===== src/rtl/runway_seq.sv =====
// runway_seq: prescaled runway light sequencer (calm / sweep-up / sweep-down / hold)
// Ports:
//   clk        clock, all state updates on its rising edge
//   reset      asynchronous active-low reset
//   SW[1:0]    mode select, sampled only on an internal tick:
//              00 calm, 01 sweep-up, 10 sweep-down, 11 hold
//   en         run enable; 0 clears the prescaler and freezes the pattern
//   rate       prescaler terminal count; a tick every rate+1 enabled cycles
//   LEDR       registered light pattern
//   tick       registered pulse, high in the cycle LEDR takes its new value
// Build option: define RUNWAY_SEQ_BLINK_EN to make HOLD blink the held pattern.
module runway_seq #(
  parameter int WIDTH = 8,
  parameter int DIV_W = 16
) (
  input  logic             clk,
  input  logic             reset,
  input  logic [1:0]       SW,
  input  logic             en,
  input  logic [DIV_W-1:0] rate,
  output logic [WIDTH-1:0] LEDR,
  output logic             tick
);
  typedef enum logic [2:0] {IDLE, CALM, SWEEP_UP, SWEEP_DN, HOLD} state_t;
  function automatic logic [WIDTH-1:0] even_pat();
    logic [WIDTH-1:0] p;
    for (int i = 0; i < WIDTH; i++) p[i] = (i % 2 == 0);
    return p;
  endfunction
  localparam logic [WIDTH-1:0] EVEN = even_pat();
  localparam logic [WIDTH-1:0] MSB  = {1'b1, {(WIDTH-1){1'b0}}};
  state_t           state_q, state_d;
  logic [DIV_W-1:0] cnt_q, cnt_d;
  logic [WIDTH-1:0] led_q, led_d, held, src, rot_up, rot_dn;
  logic             tick_q, tick_d, itick, resume;
`ifdef RUNWAY_SEQ_BLINK_EN
  // While blinking, LEDR may read 0, so the pattern to resume from is kept aside.
  logic [WIDTH-1:0] hold_q, hold_d;
  assign held = hold_q;
`else
  assign held = led_q;
`endif
  // >= rather than == so a rate lowered below the count fires instead of wrapping.
  assign itick  = en && (cnt_q >= rate);
  assign src    = (state_q == HOLD) ? held : led_q;
  assign rot_up = {src[WIDTH-2:0], src[WIDTH-1]};
  assign rot_dn = {src[0], src[WIDTH-1:1]};
  // Sweeps keep their position when reversing, and resume from a one-hot held pattern.
  assign resume = (state_q == SWEEP_UP) || (state_q == SWEEP_DN) ||
                  ((state_q == HOLD) && $onehot(held));
  always_comb begin
    state_d = state_q;
    led_d   = led_q;
    tick_d  = 1'b0;
    cnt_d   = itick || !en ? '0 : cnt_q + DIV_W'(1);
`ifdef RUNWAY_SEQ_BLINK_EN
    hold_d  = hold_q;
`endif
    if (state_q > HOLD) begin
      state_d = IDLE;
      led_d   = '0;
    end else if (itick) begin
      case (SW)
        2'b00: begin
          state_d = CALM;
          led_d   = (state_q == CALM) ? ~led_q : EVEN;
          tick_d  = 1'b1;
        end
        2'b01: begin
          state_d = SWEEP_UP;
          led_d   = resume ? rot_up : WIDTH'(1);
          tick_d  = 1'b1;
        end
        2'b10: begin
          state_d = SWEEP_DN;
          led_d   = resume ? rot_dn : MSB;
          tick_d  = 1'b1;
        end
        default: begin
          if (state_q != IDLE) begin
            state_d = HOLD;
`ifdef RUNWAY_SEQ_BLINK_EN
            if (state_q != HOLD) hold_d = led_q;
            else led_d = (led_q == '0) ? hold_q : '0;
            tick_d = 1'b1;
`endif
          end
        end
      endcase
    end
  end
  always_ff @(posedge clk or negedge reset) begin
    if (!reset) begin
      state_q <= IDLE;
      cnt_q   <= '0;
      led_q   <= '0;
      tick_q  <= 1'b0;
`ifdef RUNWAY_SEQ_BLINK_EN
      hold_q  <= '0;
`endif
    end else begin
      state_q <= state_d;
      cnt_q   <= cnt_d;
      led_q   <= led_d;
      tick_q  <= tick_d;
`ifdef RUNWAY_SEQ_BLINK_EN
      hold_q  <= hold_d;
`endif
    end
  end
  assign LEDR = led_q;
  assign tick = tick_q;
endmodule


===== config.mk =====
export PLATFORM = sky130hd
export DESIGN_NAME = runway_seq
export DESIGN_NICKNAME = d
export VERILOG_FILES = /design/src/rtl/runway_seq.sv
export SDC_FILE = /design/constraint.sdc
export NUM_CORES = 1
export LEC_CHECK = 0
export ABC_AREA = 0
export CAP_MARGIN = 5
export CORE_ASPECT_RATIO = 0.75
export CORE_UTILIZATION = 35
export CTS_BUF_LIST = sky130_fd_sc_hd__clkbuf_4 sky130_fd_sc_hd__clkbuf_8
export DETAILED_ROUTE_END_ITERATION = 8
export PLACE_DENSITY = 0.53
export SLEW_MARGIN = 20
export SYNTH_ARGS = -nofsm -noshare
export SYNTH_HDL_FRONTEND = slang
export SYNTH_SLANG_ARGS = --single-unit

===== constraint.sdc =====
create_clock -name clk -period 3.8 [get_ports clk]
set_input_delay 0.76 -clock clk [delete_from_list [all_inputs] [get_ports clk]]
set_output_delay 0.76 -clock clk [all_outputs]
set_load 0.1 [all_outputs]

==> impl_metrics.yaml, run 1 <==
power_and_ir_drop:
  peakVddDrop_mv: 0.318
  p_sw_uw: 640
  p_per_area_mw_per_mm2: 521
  switching_share: 0.450
  seq_power_share: 0.273
  clock_power_share: 0.171
  p_leak_uw: 0.00121
  p_int_uw: 783
  power_frac_comb: 0.556
worst_setup_path:
  endpoint_kind: "register"
  max_stage_delay_ps: 520
  cp_num_buf_inv: 3
  critical_path_arrival_ps: 3950
  critical-path-top-delay-family: "adder cells"
  critPathMaxFanout: 6
  startpoint_type: "register"
  worstPathCellList: "inv_4, fa_1, fa_1, fa_1, inv_2, ha_4, inv_2, fa_2, a31oi_2, or3_4, o211ai_1, o221ai_2, nor2_1, a211oi_1"
  crit_type: "register to register"
  slowest_stage: "fa_2"
  crit_required_ps: 3960
  cpMostUsedCell: "fa_1"
logic_synthesis:
  ys_types: 47
  async_flop_share: 1.00
  synth_seq_cells: 28
  synthesis.nets: 297
  synth_cells: 248
  yosysSeqAreaShare: 0.321
  synthFlopType: "dfrtp_1"
  netlist_area_sq_mm: 0.00218
  avgSynthCellArea_sq_um: 8.80
  synth-edff-count: 0
  yosysWarnings: 0
timing:
  fmax_ghz: 0.264
  final_hold_viol_count: 0
  fin_crit_ps: 3790
  worst_slew_pin_slew_ps: 981
  max-slew-margin-rel: 0.344
  finalClockSkew_ps: 12.8
  setup_viol: 0
  final.period_utilization: 0.996
  rsz0062_at_grt: "true"
  slew_viol_final: 0
  setup_ws_ps: 14.5
drt:
  remaining_drc_errors: 0
  dr.pass1.iters: 4
  vias_per_cell: 4.91
  vias: 1763
  drt_iter0_markers: 117
  drt.antenna.violating_nets: 0
  wl_per_cell_um: 13.0
  wl_mm: 4.68
place:
  preCtsSetupSlack_ps: -66.2
  hpwl_mm: 3.54
  gp_congestion: 0.916
  io_buffers: 29
clocking:
  cts_tree: "done"
  postCtsHoldBufs: 0
  clkSlewWorstSetupHoldPaths_ps: 110
  htree_levels: 1
  cts_buffers: 3
  cts.sinks: 28
  clockBufferDepth: 2
  root_buffer: "clkbuf_8"
  insertion_delay_ps: 290
status:
  status: "completed"
floorplan:
  coreArea_sq_mm: 0.00592
  die_h_um: 70.4
  die_w_um: 93.2
  die_area_sq_mm: 0.00656
  io_pins: 30
  row_count: 24
  floorplan.initialDensity: 0.369
final_layout:
  diodes: 0
  synthToLayoutAreaGrowth_pct: 25.1
  fin_nets: 331
  fin_util: 0.462
  drive_gt1_frac: 0.142
global_route:
  grt_pass1_wl_mm: 8.00
  grt_pass1_vias: 1705
  grt_max_degree: 29
  grt_antenna_before_repair: 0
  overflow: 0
  grtUsageTotal: 0.154
worst_hold_path:
  hold_path.class: "register to register"
flow_run:
  drv_cap: 0
-- per-layer routing --
layer | vias up | track usage | share of wire
met5 | - | 0 | 0
met4 | 0 | 0.0359 | 0.0073
met3 | 4 | 0.0349 | 0.038
met2 | 26 | 0.226 | 0.41
met1 | 816 | 0.227 | 0.54
li1 | 917 | - | -
-- cell usage in the layout (no fill, tap or decap), types with 4 or more instances in the layout --
cell type        count
a21oi_1             14
a22oi_1              6
buf_4                7
clkdlybuf4s50_1     29
dfrtp_1             24
ha_1                23
inv_1               30
nand2_1             18
nand3_1             10
nor2_1              30
nor3_1               4
o21ai_0              6
xnor2_1              9
xor2_1               5
-- worst paths after layout --
path,from,end,slack [ps],depth (start not counted)
max in group asynchronous,reset,LEDR[0]$_DFFE_PN0P_,2640,2
worst min-delay path,cnt_q[15]$_DFF_PN0_,cnt_q[15]$_DFF_PN0_,570,2
worst max-delay path,LEDR[1]$_DFFE_PN0P_,LEDR[7]$_DFFE_PN0P_,10,14
min in group asynchronous,reset,cnt_q[11]$_DFF_PN0_,840,2
worst max register to register,LEDR[1]$_DFFE_PN0P_,LEDR[7]$_DFFE_PN0P_,10,14
worst min register to register,cnt_q[15]$_DFF_PN0_,cnt_q[15]$_DFF_PN0_,570,2
-- state kept, by name, summed over array words and instances (netlist names) --
register  flops
cnt_q        16
LEDR          8
tick          1
state_q       3
-- cell usage after synthesis (5+ instances only) --
library cell / instances / area (sq um)
o21ai_0: 7 / 35.0
a22oi_1: 6 / 45.0
nor2_1: 31 / 116
xor2_1: 5 / 43.8
inv_1: 35 / 131
a21oi_1: 14 / 70.1
nand3_1: 10 / 50.1
dfrtp_1: 28 / 701
xnor2_1: 9 / 78.8
nand2_1: 18 / 67.6
ha_1: 24 / 300
-- logic make-up (layout without fill, tap and decap cells) --
logic type / count (synthesis) / after routing / synth area share
xor+xnor: 14 / 14 / 0.0562
mux: 1 / 1 / 0.00459
buf+inv: 42 / 75 / 0.0849
flops: 28 / 28 / 0.321
compound gates: 49 / 49 / 0.169
simple gates: 86 / 86 / 0.190
fa+ha+maj: 28 / 28 / 0.174
-- repair_timing --
item | CTS | global route
setup buffers | 2 | 2
setup endpoints to repair | 4 | 8
pin swaps | 6 | 11
gates resized for setup | 9 | 8
-- tightest hold or removal path, delay by kind of cell, from the launching register on --
| family | cells | cell delay [ps] |
|---|---|---|
| xor gates and xnor gates | 1 | 120 |
| DFF | 1 | 390 |
| and+or+nand+nor | 1 | 40 |
-- power by group through the flow --
stage / clock network (uW) / logic (uW) / registers (uW)
global placement: 0 / 678 / 388
CTS: 252 / 732 / 383
detailed placement: 0 / 669 / 387
floorplan: 0 / 303 / 579
global route: 259 / 889 / 392
finish: 243 / 791 / 388
-- stage by stage --
step	instance area, sq um	total power (uW)	TNS [ps]	std cells	hold slack [ps]
CTS	2680	1370	-39.9	357	574
global route	2730	1540	-732	359	615
floorplan	2210	881	-198	248	464
global placement	2560	1070	0	351	544
detailed placement	2560	1060	-132	351	547
finish	2730	1420	0	359	570
-- cell type report --
class                   instances  area [sq um]
clock buffers                   3          41.3
flip-flops and latches         28           713
repair buffers                 36           343
well taps                      78          97.6
fillers                       587          3190
clock inverters                 1          30.0
inverters                      35           136
multi-input cells             178          1370
(Power assumes the default switching activity.)
==> inputs of run 2 (changes only) <==
--- a/config.mk
+++ b/config.mk
@@ -11,7 +11,7 @@
 export CORE_UTILIZATION = 35
 export CTS_BUF_LIST = sky130_fd_sc_hd__clkbuf_4 sky130_fd_sc_hd__clkbuf_8
 export DETAILED_ROUTE_END_ITERATION = 8
-export PLACE_DENSITY = 0.53
+export PLACE_DENSITY = 0.51
 export SLEW_MARGIN = 20
 export SYNTH_ARGS = -nofsm -noshare
 export SYNTH_HDL_FRONTEND = slang
==> constraint.sdc (replaced) <==
create_clock -name clk -period 4.21 [get_ports clk]
set_input_delay 0.842 -clock clk [delete_from_list [all_inputs] [get_ports clk]]
set_output_delay 0.842 -clock clk [all_outputs]
set_load 0.1 [all_outputs]
==> run 2 against run 1 <==
Maximum frequency fell by 2.5%. Worst hold slack worse by 5.4 ps. Clock-buffer cell count rose by 1. Via count barely moved. Clock power shrank 34%. Die area did not move. Largest cell class unchanged. Highest routed layer unchanged.
==> impl_metrics.yaml, run 2 (synthesized netlist as in run 1, its figures left out) <==
drt:
  wl_per_cell_um: 13.1
  vias_per_cell: 4.98
  drt.antenna.violating_nets: 0
  drt_iter0_markers: 117
  vias: 1762
  dr.pass1.iters: 4
  remaining_drc_errors: 0
  wl_mm: 4.64
worst_setup_path:
  cpMostUsedCell: "fa_1"
  max_stage_delay_ps: 560
  startpoint_type: "register"
  crit_cells: 14
  crit_type: "register to register"
  critical-path-top-delay-family: "adder cells"
  cp_num_buf_inv: 3
  critPathMaxFanout: 4
  endpoint_kind: "register"
  r2r_cells: 14
  critical_path_arrival_ps: 4080
  slowest_stage: "fa_1"
  worstPathCellList: "inv_1, fa_1, fa_1, fa_1, inv_1, ha_1, inv_1, fa_1, nor2_1, a311oi_1, or4b_4, o221ai_1, nor2_1, a211oi_1"
  crit_required_ps: 4400
worst_hold_path:
  holdPathStages: 2
  hold_path.class: "register to register"
timing:
  slew_viol_final: 0
  fin_crit_ps: 3880
  timing.hold.ws_ps: 564
  tns_ps: 0
  final_hold_viol_count: 0
  setup_viol: 0
  worst_slew_pin_slew_ps: 975
  max-slew-margin-rel: 0.348
  finalClockSkew_ps: 8.50
  rsz0062_at_grt: "false"
  fmax_ghz: 0.257
  final.period_utilization: 0.923
power_and_ir_drop:
  peakVddDrop_mv: 0.280
  p_leak_uw: 0.00117
  p_per_area_mw_per_mm2: 428
clocking:
  root_buffer: "clkbuf_8"
  htree_levels: 1
  cts_setup_buffers: 0
  cts_resized: 0
  cts.sinks: 28
  cts_buffers: 3
  cts_tree: "done"
  postCtsHoldBufs: 0
  clkSlewWorstSetupHoldPaths_ps: 100
  clockBufferDepth: 2
  insertion_delay_ps: 280
final_layout:
  drive_gt1_frac: 0.0616
  final_cell_area_sq_mm: 0.00259
  layout_commonest_cell: "inv_1"
  diodes: 0
  top_register: "cnt_q"
  final_cell_mix: "inv_1 (35), nor2_1 (31), clkdlybuf4s50_1 (29)"
  fin_nets: 326
  synthToLayoutAreaGrowth_pct: 18.6
  largest_reg_flops: 16
floorplan:
  coreArea_sq_mm: 0.00592
  die_w_um: 93.2
  floorplan.initialDensity: 0.369
  row_count: 24
  die_h_um: 70.4
  die_area_sq_mm: 0.00656
  io_pins: 30
place:
  gp_congestion: 0.869
  io_buffers: 29
  dpl_cell_area_sq_mm: 0.00253
  hpwl_mm: 3.72
global_route:
  grt_pass1_wl_mm: 8.42
  grt_pass1_vias: 1765
  grtUsageTotal: 0.162
  overflow: 0
  grt_antenna_before_repair: 0
  grt_max_degree: 17
flow_run:
  drv_cap: 0
status:
  status: "completed"
run 2: cell count changes in the layout (fill, tap and decap cells not counted), moves of 3 or more:
cell / before / now
o22ai_1: 0 / 3
inv_2: 3 / 0
inv_1: 30 / 35
o22ai_2: 3 / 0
dfrtp_4: 3 / 0
buf_4: 7 / 2
run 2: tightest hold or removal path: stages, from the launching register on:
cell and delay, ps:
dfrtp_1 380, xnor2_1 80, nor2_1 70
run 2: worst paths after layout:
kind                                     startpoint                   to  slack (ps)
worst max-delay path            LEDR[0]$_DFFE_PN0P_  LEDR[7]$_DFFE_PN0P_         330
worst min-delay path            cnt_q[15]$_DFF_PN0_  cnt_q[15]$_DFF_PN0_         560
worst max register to register  LEDR[0]$_DFFE_PN0P_  LEDR[7]$_DFFE_PN0P_         330
worst min register to register  cnt_q[15]$_DFF_PN0_  cnt_q[15]$_DFF_PN0_         560
max in group asynchronous                     reset  LEDR[0]$_DFFE_PN0P_        2600
min in group asynchronous                     reset  cnt_q[11]$_DFF_PN0_         990
run 2: where the power goes:
| part | internal, uW | switching (uW) |
|---|---|---|
| clock network | 74.5 | 86.1 |
| registers | 300 | 47.7 |
| logic | 207 | 392 |
| total | 581 | 526 |
run 2: cell type report:
type	instances	area (sq um)
Multi-Input combinational cell	178	1300
Timing Repair Buffer	31	305
Clock buffer	4	48.8
Inverter	35	131
Sequential cell	28	704
Tap cell	78	97.6
Fill cell	616	3330
run 2: per-layer routing:
layer,up-vias,GRT usage,part of all wire
li1,899,-,-
met1,825,0.253,0.55
met2,34,0.230,0.40
met3,4,0.0370,0.043
met4,0,0.0222,0.0052
met5,-,0,0
run 2: per-stage QoR:
stage               utilization  std cells  setup WS (ps)  total power (uW)
floorplan                     -        248           83.1               782
global placement          0.429        350            387               945
detailed placement        0.429        350            260               952
global route              0.437        354           74.0              1200
finish                    0.437        354            326              1110
CTS                       0.437        354            270              1120
